==> config.mk <==
export PLATFORM = sky130hd
export DESIGN_NAME = bit_stuff_flat
export DESIGN_NICKNAME = d
export VERILOG_FILES = /design/src/rtl/usb_pkg.sv /design/src/rtl/bit_stuff_if.sv /design/src/rtl/bit_stuff.sv /design/src/flat_wrapper.sv
export SDC_FILE = /design/constraint.sdc
export NUM_CORES = 1
export LEC_CHECK = 0
export ABC_AREA = 1
export CAP_MARGIN = 20
export CORE_ASPECT_RATIO = 1.1
export CORE_MARGIN = 2
export CORE_UTILIZATION = 38
export DETAILED_ROUTE_END_ITERATION = 12
export PLACE_DENSITY_LB_ADDON = 0.12
export SYNTH_ARGS = -nofsm -noshare
export SYNTH_HDL_FRONTEND = slang
export SYNTH_SLANG_ARGS = --single-unit
==> constraint.sdc <==
create_clock -name clk -period 2.2 [get_ports clk]
set_clock_uncertainty 0.05 [all_clocks]
set_input_delay 0.44 -clock clk [delete_from_list [all_inputs] [get_ports clk]]
set_output_delay 0.44 -clock clk [all_outputs]
set_load 0.1 [all_outputs]
==> src/rtl/usb_pkg.sv <==
// Shared USB transmit-path definitions.
//   stuff_state_t : bit-stuffer FSM states
//   USB_STUFF_LEN : run of consecutive 1s after which a 0 is inserted
//   USB_CNT_W     : default width of the stuffed-bit statistics counter
package usb_pkg;

  typedef enum logic [1:0] {
    IDLE  = 2'd0,
    RUN   = 2'd1,
    STUFF = 2'd2
  } stuff_state_t;

  localparam int USB_STUFF_LEN = 6;
  localparam int USB_CNT_W     = 8;

endpackage

==> src/rtl/bit_stuff_if.sv <==
// Serial packet link through the bit stuffer.
// Upstream side (CRC stage): s_in, start_b, endr_b in; pause back.
// Downstream side (NRZI):    s_out, start_s, endr_s out; busy and
//                            stuff_cnt are status.
//   master : the environment around the stuffer (drives s_in/start_b/endr_b)
//   slave  : the stuffer itself
interface bit_stuff_if #(
  parameter int CNT_W = 8
);
  logic             s_in;
  logic             start_b;
  logic             endr_b;
  logic             pause;
  logic             s_out;
  logic             start_s;
  logic             endr_s;
  logic             busy;
  logic [CNT_W-1:0] stuff_cnt;

  modport master (
    output s_in, start_b, endr_b,
    input  pause, s_out, start_s, endr_s, busy, stuff_cnt
  );

  modport slave (
    input  s_in, start_b, endr_b,
    output pause, s_out, start_s, endr_s, busy, stuff_cnt
  );
endinterface

==> src/rtl/bit_stuff.sv <==
// USB bit stuffer: inserts a 0 after every STUFF_LEN consecutive 1s of the
// serial packet stream. Each inserted bit costs one STUFF cycle during which
// pause is high so upstream holds its current bit/strobe.
// Ports:
//   clk  : system clock, rising edge
//   rst  : synchronous active-high reset
//   bus  : bit_stuff_if slave (s_in/start_b/endr_b in, pause/s_out/
//          start_s/endr_s/busy/stuff_cnt out)
// All outputs are registered; the output stream is the input delayed by one
// cycle with stuffed zeros spliced in.
module bit_stuff
  import usb_pkg::*;
#(
  parameter int STUFF_LEN = USB_STUFF_LEN,
  parameter int CNT_W     = USB_CNT_W
) (
  input logic        clk,
  input logic        rst,
  bit_stuff_if.slave bus
);

  localparam int RUN_W = $clog2(STUFF_LEN + 1);

  stuff_state_t     state_reg;
  logic [RUN_W-1:0] run_cnt_reg;
  logic [CNT_W-1:0] stuff_cnt_reg;
  logic             s_out_reg;
  logic             start_s_reg;
  logic             endr_s_reg;
  logic             busy_reg;

  always_ff @(posedge clk) begin
    if (rst) begin
      state_reg     <= IDLE;
      run_cnt_reg   <= '0;
      stuff_cnt_reg <= '0;
      s_out_reg     <= 1'b0;
      start_s_reg   <= 1'b0;
      endr_s_reg    <= 1'b0;
      busy_reg      <= 1'b0;
    end else begin
      // framing strobes are single-cycle pulses
      start_s_reg <= 1'b0;
      endr_s_reg  <= 1'b0;

      case (state_reg)
        IDLE: begin
          s_out_reg <= 1'b0;
          if (bus.start_b) begin
            state_reg     <= RUN;
            start_s_reg   <= 1'b1;
            run_cnt_reg   <= '0;
            stuff_cnt_reg <= '0;
            busy_reg      <= 1'b1;
          end
        end

        RUN: begin
          if (bus.start_b) begin
            // restart: the current packet is dropped without an end strobe;
            // start_b has priority over a coincident endr_b
            start_s_reg   <= 1'b1;
            run_cnt_reg   <= '0;
            stuff_cnt_reg <= '0;
            s_out_reg     <= 1'b0;
            busy_reg      <= 1'b1;
          end else if (bus.endr_b) begin
            state_reg   <= IDLE;
            endr_s_reg  <= 1'b1;
            busy_reg    <= 1'b0;
            s_out_reg   <= 1'b0;
            run_cnt_reg <= '0;
          end else begin
            s_out_reg <= bus.s_in;
            if (!bus.s_in) begin
              run_cnt_reg <= '0;
            end else if (run_cnt_reg == RUN_W'(STUFF_LEN - 1)) begin
              // this bit completes the run; the next cycle carries the 0
              state_reg   <= STUFF;
              run_cnt_reg <= '0;
            end else begin
              run_cnt_reg <= run_cnt_reg + 1'b1;
            end
          end
        end

        STUFF: begin
          // upstream is paused, so its inputs are not consumed here
          s_out_reg <= 1'b0;
          state_reg <= RUN;
          if (stuff_cnt_reg != '1) begin
            stuff_cnt_reg <= stuff_cnt_reg + 1'b1;
          end
        end

        default: begin
          state_reg   <= IDLE;
          s_out_reg   <= 1'b0;
          busy_reg    <= 1'b0;
          run_cnt_reg <= '0;
        end
      endcase
    end
  end

  // state_reg is a flop, so pause is glitch-free and effectively registered
  assign bus.pause     = (state_reg == STUFF);
  assign bus.s_out     = s_out_reg;
  assign bus.start_s   = start_s_reg;
  assign bus.endr_s    = endr_s_reg;
  assign bus.busy      = busy_reg;
  assign bus.stuff_cnt = stuff_cnt_reg;

endmodule

==> src/flat_wrapper.sv <==
// flat-port wrapper written by rule: the top's interface ports become plain ports
module bit_stuff_flat import usb_pkg::*;
#(
  parameter int STUFF_LEN = USB_STUFF_LEN,
  parameter int CNT_W     = USB_CNT_W
)
  (clk, rst, bus_s_in, bus_start_b, bus_endr_b, bus_pause, bus_s_out, bus_start_s, bus_endr_s, bus_busy, bus_stuff_cnt);
  bit_stuff_if #(.CNT_W(CNT_W)) bus_i ();
  input logic clk;
  input logic rst;
  input wire logic [$bits(bus_i.s_in)-1:0] bus_s_in;
  input wire logic [$bits(bus_i.start_b)-1:0] bus_start_b;
  input wire logic [$bits(bus_i.endr_b)-1:0] bus_endr_b;
  output wire logic [$bits(bus_i.pause)-1:0] bus_pause;
  output wire logic [$bits(bus_i.s_out)-1:0] bus_s_out;
  output wire logic [$bits(bus_i.start_s)-1:0] bus_start_s;
  output wire logic [$bits(bus_i.endr_s)-1:0] bus_endr_s;
  output wire logic [$bits(bus_i.busy)-1:0] bus_busy;
  output wire logic [$bits(bus_i.stuff_cnt)-1:0] bus_stuff_cnt;
  assign bus_i.s_in = bus_s_in;
  assign bus_i.start_b = bus_start_b;
  assign bus_i.endr_b = bus_endr_b;
  assign bus_pause = bus_i.pause;
  assign bus_s_out = bus_i.s_out;
  assign bus_start_s = bus_i.start_s;
  assign bus_endr_s = bus_i.endr_s;
  assign bus_busy = bus_i.busy;
  assign bus_stuff_cnt = bus_i.stuff_cnt;
  bit_stuff #(.STUFF_LEN(STUFF_LEN), .CNT_W(CNT_W)) u_core (.clk(clk), .rst(rst), .bus(bus_i));
endmodule
==> results.cfg, run 1 <==
[timing]
rsz0062_at_grt = false
hold_viol = 0
fin_setup_tns_ns = 0
finalSetupViolCount = 0
worstMarginPinSlew_ns = 0.3587
fmax_mhz = 550.9
period_minus_slack_ns = 1.815
hold_slack_ns = 0.4158
period_share_pct = 82.50
final_max_slew_viol_count = 0
slew_headroom_pct = 76.03

[final_layout]
largest_register_ffs = 8
fillers = 240
seq_area_sq_um = 340.3
finalNetCount = 157
multi_input_area_sq_um = 476.7
n_antenna_cell = 0
instances_no_fill = 180
drive_gt1_share_pct = 18.67
fin_area_sq_um = 1102
syn_to_final_growth_pct = 23.05

[synthesis]
synth_fp_nets = 136
ys.flop_type = dfxtp_1
synth.distinct_cells = 26
synth_top_cell_area_share_pct = 37.99
synth_edf_count = 0
yosysTopAreaCell = dfxtp_1
syn_area_sq_um = 895.9
ys_seq_area_share_pct = 37.99
synthArstFlopShare_pct = 0
yosysWarnings = 0
syn_area_per_cell_sq_um = 6.891
ys_ff_latch = 17
synth_cells = 130
synthTopCellsByArea = dfxtp_1 (38%), nand2_1 (13%), inv_1 (6.3%)

[die]
die_h_microns = 54.93
fp-row-count = 18
fp.coreArea_sq_um = 2230
ioPinCount = 18
start_util_pct = 40.18
die_area_sq_um = 2762
die_w_microns = 50.30

[placement]
io_buffers = 17
gp_congestion = 0.7332
dp.cells = 176
place_area_sq_um = 1076
hpwl_mm = 1.489

[detailed_routing]
routedWlPerCell_microns = 10.77
drt-total-wl_mm = 1.938
drc = 0
drt_iter0_drc = 9
postRouteAntennaNets = 0
first_pass_iters = 2
vias_per_cell = 4.828
vias = 869

[clock_tree]
cts_root_buf = clkbuf_4
post-cts-setup-buffers = 0
cts_tree = yes
postCtsHoldBufs = 0
cts_resized = 0
clkLatencyLatePin_ns = 0.28
cts_buffers = 3
cts_buffer_depth = 2
htree_levels = 1
clkTransAtPathRegs_ns = 0.10
clock_sinks = 17

[grt]
grt_pass1_wl_mm = 3.118
gr-total-overflow = 0
grt_max_degree = 12
antenna_found_initial = 0
grt_usage_pct = 15.63
grt_pass1_vias = 782

[pwr]
clockPowerShare_pct = 27.5
pwr_density_cell_nw_per_um2 = 537.0
ir_worst_vdd_mv = 0.3311
p_int_uw = 414.4
p_leak_uw = 0.0004717
pwr-share-comb_pct = 18.1
seqPwrFrac_pct = 54.4
swShare_pct = 30.00
p_switching_uw = 177.6

[worst_setup_path]
end_kind = primary output
critPathMaxFanout = 11
start_kind = flop
arrival_ns = 1.33
timing_worst_setup_path_type = reg2out
worst_ep_required_time_ns = 1.71

[outcome]
status = completed

[job]
drv_cap = 0

[worst_hold_path]
hp-class = reg2reg
==> power by group through the flow <==
| stage | registers, uW | logic, uW | clock network, uW |
|---|---|---|---|
| 2_1_floorplan | 369 | 38.5 | 0 |
| 3_3_place_gp | 329 | 107 | 0 |
| 3_5_place_dp | 329 | 108 | 0 |
| 4_1_cts | 322 | 108 | 171 |
| 5_1_grt | 323 | 116 | 183 |
| 6_report | 322 | 107 | 163 |
==> critical path, stage by stage, from the launching register on <==
cell     delay (ns)
dfxtp_1        0.41
inv_2          0.10
nor2_4         0.30
buf_12         0.22
==> per-layer routing <==
metal | up-vias | part of all wire, % | track usage, %
met2 | 13 | 52 | 30.48
met4 | 0 | 1.0 | 9.459
li1 | 466 | - | -
met5 | - | 0 | 0
met3 | 2 | 2.9 | 3.226
met1 | 388 | 44 | 15.56
==> logic make-up after synthesis <==
group           after synthesis  share of synthesized area, %
buf+inv                      19                         8.798
xor+xnor                      1                        0.9778
compound gates               20                         12.29
flops                        17                         37.99
simple gates                 72                         38.55
fa+ha+maj                     1                         1.396
==> cell usage in the layout (no fill, tap or decap) <==
cell,instances
o21ai_0,3
clkbuf_1,1
nand4_1,3
buf_12,1
clkdlybuf4s50_1,4
nand2_2,1
dfxtp_1,17
nand3b_1,2
nor2_4,1
a31oi_1,1
a21oi_2,1
clkbuf_4,3
nor3_1,2
a22oi_1,1
inv_1,15
xor2_1,1
or2_2,1
nand3_1,11
nand2_4,3
ha_1,1
nand2_1,30
o211ai_1,1
inv_2,2
a21oi_1,11
o21ai_1,2
buf_4,13
nor2_1,15
nor2_2,2
nor3b_1,1
==> per-stage QoR <==
step                utilization, %  power [uW]  setup WS, ns
floorplan                        -       407.1        0.1061
finish                       49.44       592.0        0.3849
CTS                          49.44       601.2        0.3773
global route                 49.44       621.9        0.3093
detailed placement           48.26       437.1        0.4888
global placement             48.26       435.4        0.5313
==> Yosys cell counts, drive strengths merged (2+ instances only) <==
cell     n
nand2   34
nor2    18
dfxtp   17
inv     17
a21oi   12
nand3   11
o21ai    5
nand4    3
nand3b   2
nor3     2
==> area by class of cell <==
class / instances / share of cell area (%)
Multi-Input combinational cell: 94 / 43.25
Clock buffer: 4 / 2.384
Sequential cell: 17 / 30.87
Inverter: 17 / 5.789
Tap cell: 30 / 3.405
Timing Repair Buffer: 18 / 14.30
==> final timing paths <==
| check | slack, ns | depth (start not counted) | end | startpoint |
|---|---|---|---|---|
| setup / recovery | 0.38 | 3 | bus_pause | u_core.state_reg[1] |
| hold / removal | 0.42 | 2 | u_core.bus.busy | u_core.bus.busy |
| setup reg to reg | 0.75 | 8 | u_core.bus.stuff_cnt[1] | u_core.bus.stuff_cnt[1] |
| hold reg to reg | 0.42 | 2 | u_core.bus.busy | u_core.bus.busy |
Note: power is estimated with default switching activity, not from simulation.
==> inputs of run 2 (changes only) <==
Clock period 2.2 ns to 1.5 ns, I/O delays scaled along.
==> run 2 against run 1 <==
Net effect:
- core utilization increased by 8.8 points
- non-clock buffer count increased by 2
- cell area increased by 18%
- hold slack improved by 0.030 ns
- die area unchanged
- clock-buffer cell count decreased by 1
- combinational power increased by 66%
- via count increased by 4.1%
- sequential power increased by 48%
- critical path type unchanged
- critical endpoint unchanged
==> results.cfg, run 2 (synthesis results as in run 1) <==
[clock_tree]
postCtsHoldBufs = 0
cts_buffer_depth = 2
cts_buffers = 3
clock_sinks = 17
clkLatencyLatePin_ns = 0.29
cts_root_buf = clkbuf_4
htree_levels = 1
cts_tree = yes
clkTransAtPathRegs_ns = 0.11

[die]
die_h_microns = 54.93
start_util_pct = 40.18
fp.coreArea_sq_um = 2230
ioPinCount = 18
die_w_microns = 50.30
fp-row-count = 18
die_area_sq_um = 2762

[placement]
hpwl_mm = 1.536
gp_congestion = 0.8553
io_buffers = 17

[final_layout]
n_antenna_cell = 0
syn_to_final_growth_pct = 44.83
fillers = 210
finalNetCount = 159
final_common_cell = nand2_1
drive_gt1_share_pct = 26.97
largest_register_ffs = 8
final_cell_mix = nand2_1 (30), nor2_1 (15), inv_1 (15)

[detailed_routing]
drc = 0
first_pass_iters = 4
routedWlPerCell_microns = 10.73
drt_iter0_drc = 10
vias = 905
drt-total-wl_mm = 1.953
postRouteAntennaNets = 0
vias_per_cell = 4.973

[worst_setup_path]
arrival_ns = 1.08
end_kind = primary output
timing_worst_setup_path_type = reg2out
worst_ep_required_time_ns = 1.15
critPathMaxFanout = 4
start_kind = flop

[outcome]
status = completed

[pwr]
pwr_density_cell_nw_per_um2 = 697.4
p_leak_uw = 0.0005230
ir_worst_vdd_mv = 0.4865

[timing]
hold_slack_ns = 0.4455
period_minus_slack_ns = 1.428
period_share_pct = 95.18
final_max_slew_viol_count = 0
worstMarginPinSlew_ns = 0.2465
fin_setup_tns_ns = 0
slew_headroom_pct = 83.55
fmax_mhz = 700.4
rsz0062_at_grt = false
hold_viol = 0
finalSetupViolCount = 0

[job]
drv_cap = 0

[grt]
grt_max_degree = 11
grt_pass1_wl_mm = 3.098
grt_usage_pct = 15.29
grt_pass1_vias = 754
antenna_found_initial = 0
gr-total-overflow = 0

[worst_hold_path]
hp-class = reg2reg
-- run 2: cell types whose count changed in the layout (fill, tap and decap cells not counted), moves of 2 or more --
cell     delta
buf_12     +12
buf_4      -10
dfxtp_1     -9
dfxtp_2     +7
dfxtp_4     +2
-- run 2: power by group --
part	internal (uW)	leakage (uW)	switching, uW	total [uW]
clock	99.2	0.0000177	151	250
sequential	461	0.000143	15.1	476
combinational	63.9	0.000362	114	178
-- run 2: per-layer routing --
layer	global-route usage, %	routed length (microns)	vias to the layer above
li1	-	-	465
met1	15.78	827	422
met5	0	0	-
met2	30.26	1047	14
met3	3.226	50	4
met4	6.757	27	0
-- run 2: layout make-up --
class	count	area [sq um]	area share, %
multi-input cells	94	489.2	37.71
flip-flops and latches	17	356.6	27.48
repair buffers	20	322.8	24.88
inverters	17	63.81	4.918
well taps	30	37.54	2.893
clock buffers	3	22.52	1.736
clock inverters	1	5.005	0.3857
-- run 2: path summary, 6_finish.rpt --
kind                                         startpoint                      end  slack [ns]  cells past startpoint
worst max-delay path                u_core.state_reg[1]                bus_pause        0.07                      3
worst min-delay path              u_core.run_cnt_reg[2]    u_core.run_cnt_reg[2]        0.45                      2
worst min register to register    u_core.run_cnt_reg[2]    u_core.run_cnt_reg[2]        0.45                      2
worst max register to register  u_core.bus.stuff_cnt[0]  u_core.bus.stuff_cnt[1]        0.14                      8
-- run 2: critical path, stage by stage, from the launching register on --
cell and delay (ns):
dfxtp_2 0.38, inv_2 0.08, nor2_4 0.14, buf_12 0.18
-- run 2: through the flow --
stage | utilization, % | worst slack (ns) | std cells | power [uW] | area [sq um]
CTS | 58.19 | 0.05352 | 182 | 920.5 | 1297
floorplan | - | 0.005280 | 130 | 597.7 | 923.4
global route | 58.19 | 0.01796 | 182 | 944.7 | 1297
finish | 58.19 | 0.07230 | 182 | 904.9 | 1297
detailed placement | 56.57 | -0.06045 | 177 | 666.1 | 1261
global placement | 56.57 | -0.02167 | 177 | 662.9 | 1261
-- run 2: timing repair --
action | 4_1_cts | 5_1_grt
gates resized for setup | 1 | 0
setup endpoints to repair | 1 | 0
buffers inserted | 1 | 0
hold endpoints to repair | 0 | 0
==> inputs of run 3 (changes only) <==
Settings changed: REMOVE_ABC_BUFFERS set to 1, SLEW_MARGIN set to 20.
==> run 3 against run 2 <==
Net effect:
- via count rose by 3.3%
- register-to-register slack about the same
- cell area up 1.9%
- die area unchanged
- critical path type unchanged
- highest routed layer unchanged
==> results.cfg, run 3 (synthesis results as in run 1) <==
[outcome]
status = completed

[grt]
grt_usage_pct = 16.20
grt_max_degree = 11
grt_pass1_vias = 827
grt_pass1_wl_mm = 3.332
gr-total-overflow = 0
antenna_found_initial = 0

[final_layout]
seq_area_sq_um = 341.6
finalNetCount = 166
n_antenna_cell = 0
multi_input_area_sq_um = 476.7
fin_area_sq_um = 1323
largest_register_ffs = 8
final_cell_mix = nand2_1 (30), dfxtp_1 (16), nor2_1 (15), inv_1 (15), buf_12 (13)
instances_no_fill = 189
fillers = 199
drive_gt1_share_pct = 24.53
syn_to_final_growth_pct = 47.63
final_util_pct = 59.32
final_common_cell = nand2_1

[worst_setup_path]
critPathMaxFanout = 4
start_kind = flop
arrival_ns = 1.09
end_kind = primary output
timing_worst_setup_path_type = reg2out
worst_ep_required_time_ns = 1.15

[detailed_routing]
drt-total-wl_mm = 2.056
postRouteAntennaNets = 0
drt_iter0_drc = 14
vias_per_cell = 4.947
routedWlPerCell_microns = 10.88
first_pass_iters = 4
drc = 0
vias = 935

[die]
fp.coreArea_sq_um = 2230
fp-row-count = 18
die_area_sq_um = 2762
die_h_microns = 54.93
ioPinCount = 18
die_w_microns = 50.30
start_util_pct = 40.18

[worst_hold_path]
hp-class = reg2reg

[pwr]
clockPowerShare_pct = 26.6
ir_worst_vdd_mv = 0.5827
pwr-share-comb_pct = 21.2
swShare_pct = 30.28
p_switching_uw = 274.0
seqPwrFrac_pct = 52.2
p_int_uw = 630.9
pwr_density_cell_nw_per_um2 = 684.2
p_leak_uw = 0.0005577

[placement]
gp_congestion = 0.8273
dp.cells = 184
io_buffers = 17
place_area_sq_um = 1286
pre_cts_ws_ns = -0.04835
hpwl_mm = 1.591

[clock_tree]
cts_buffers = 3
clkTransAtPathRegs_ns = 0.10
cts_tree = yes
clock_sinks = 17
clkLatencyLatePin_ns = 0.29
cts_buffer_depth = 2
cts_root_buf = clkbuf_4
htree_levels = 1

[timing]
fmax_mhz = 693.2
hold_slack_ns = 0.4415
finalSetupViolCount = 0
slew_headroom_pct = 82.20
hold_viol = 0
rsz0062_at_grt = false
period_share_pct = 96.17
period_minus_slack_ns = 1.443
final_max_slew_viol_count = 0
worstMarginPinSlew_ns = 0.2667
setup_ws_ns = 0.05749

[job]
drv_cap = 0
run 3: cell types whose count changed in the layout (fill, tap and decap cells not counted):
cell	change
dfxtp_2	-6
ha_1	+1
dfxtp_4	-2
dfxtp_1	+8
buf_4	+7
ha_4	-1
run 3: timing repair:
action	4_1_cts	5_1_grt
setup buffers	1	0
pin swaps	1	0
gates cloned	0	0
resized for setup	0	1
setup endpoints to repair	1	1
hold buffers	0	0
run 3: final timing paths:
kind	startpoint	endpoint	slack, ns	cells past startpoint
hold / removal	u_core.run_cnt_reg[2]	u_core.run_cnt_reg[2]	0.44	2
hold reg to reg	u_core.run_cnt_reg[2]	u_core.run_cnt_reg[2]	0.44	2
setup / recovery	u_core.state_reg[1]	bus_pause	0.06	3
setup reg to reg	u_core.bus.stuff_cnt[1]	u_core.bus.stuff_cnt[1]	0.14	8
run 3: per-layer routing:
metal	vias to the layer above	share of wire [%]	track usage, %
met5	-	0	0
met4	0	1.0	9.009
met3	4	2.8	1.613
met2	17	50	32.24
met1	429	46	17.00
li1	485	-	-
run 3: critical path, cell delays in order, from the launching register on:
cell and delay (ns):
dfxtp_2 0.38, inv_2 0.08, nor2_4 0.16, buf_12 0.19
run 3: power groups by stage:
stage,Sequential (uW),Combinational [uW],Clock (uW)
floorplan,541,53.1,0
detailed placement,482,192,0
global placement,482,188,0
CTS,472,192,253
finish,472,192,241
global route,474,204,278
run 3: layout make-up:
cell class / count / area share, %
clock inverters: 1 / 0.3784
flip-flops and latches: 17 / 25.83
well taps: 30 / 2.838
multi-input cells: 94 / 36.05
repair buffers: 27 / 28.38
inverters: 17 / 4.825
clock buffers: 3 / 1.703
run 3: per-stage QoR:
stage          total power [uW]  setup TNS (ns)
2_1_floorplan             593.7          -4.365
3_3_place_gp              670.3        -0.02234
3_5_place_dp              674.0        -0.05894
4_1_cts                   917.0               0
5_1_grt                   955.9               0
6_report                  904.9               0
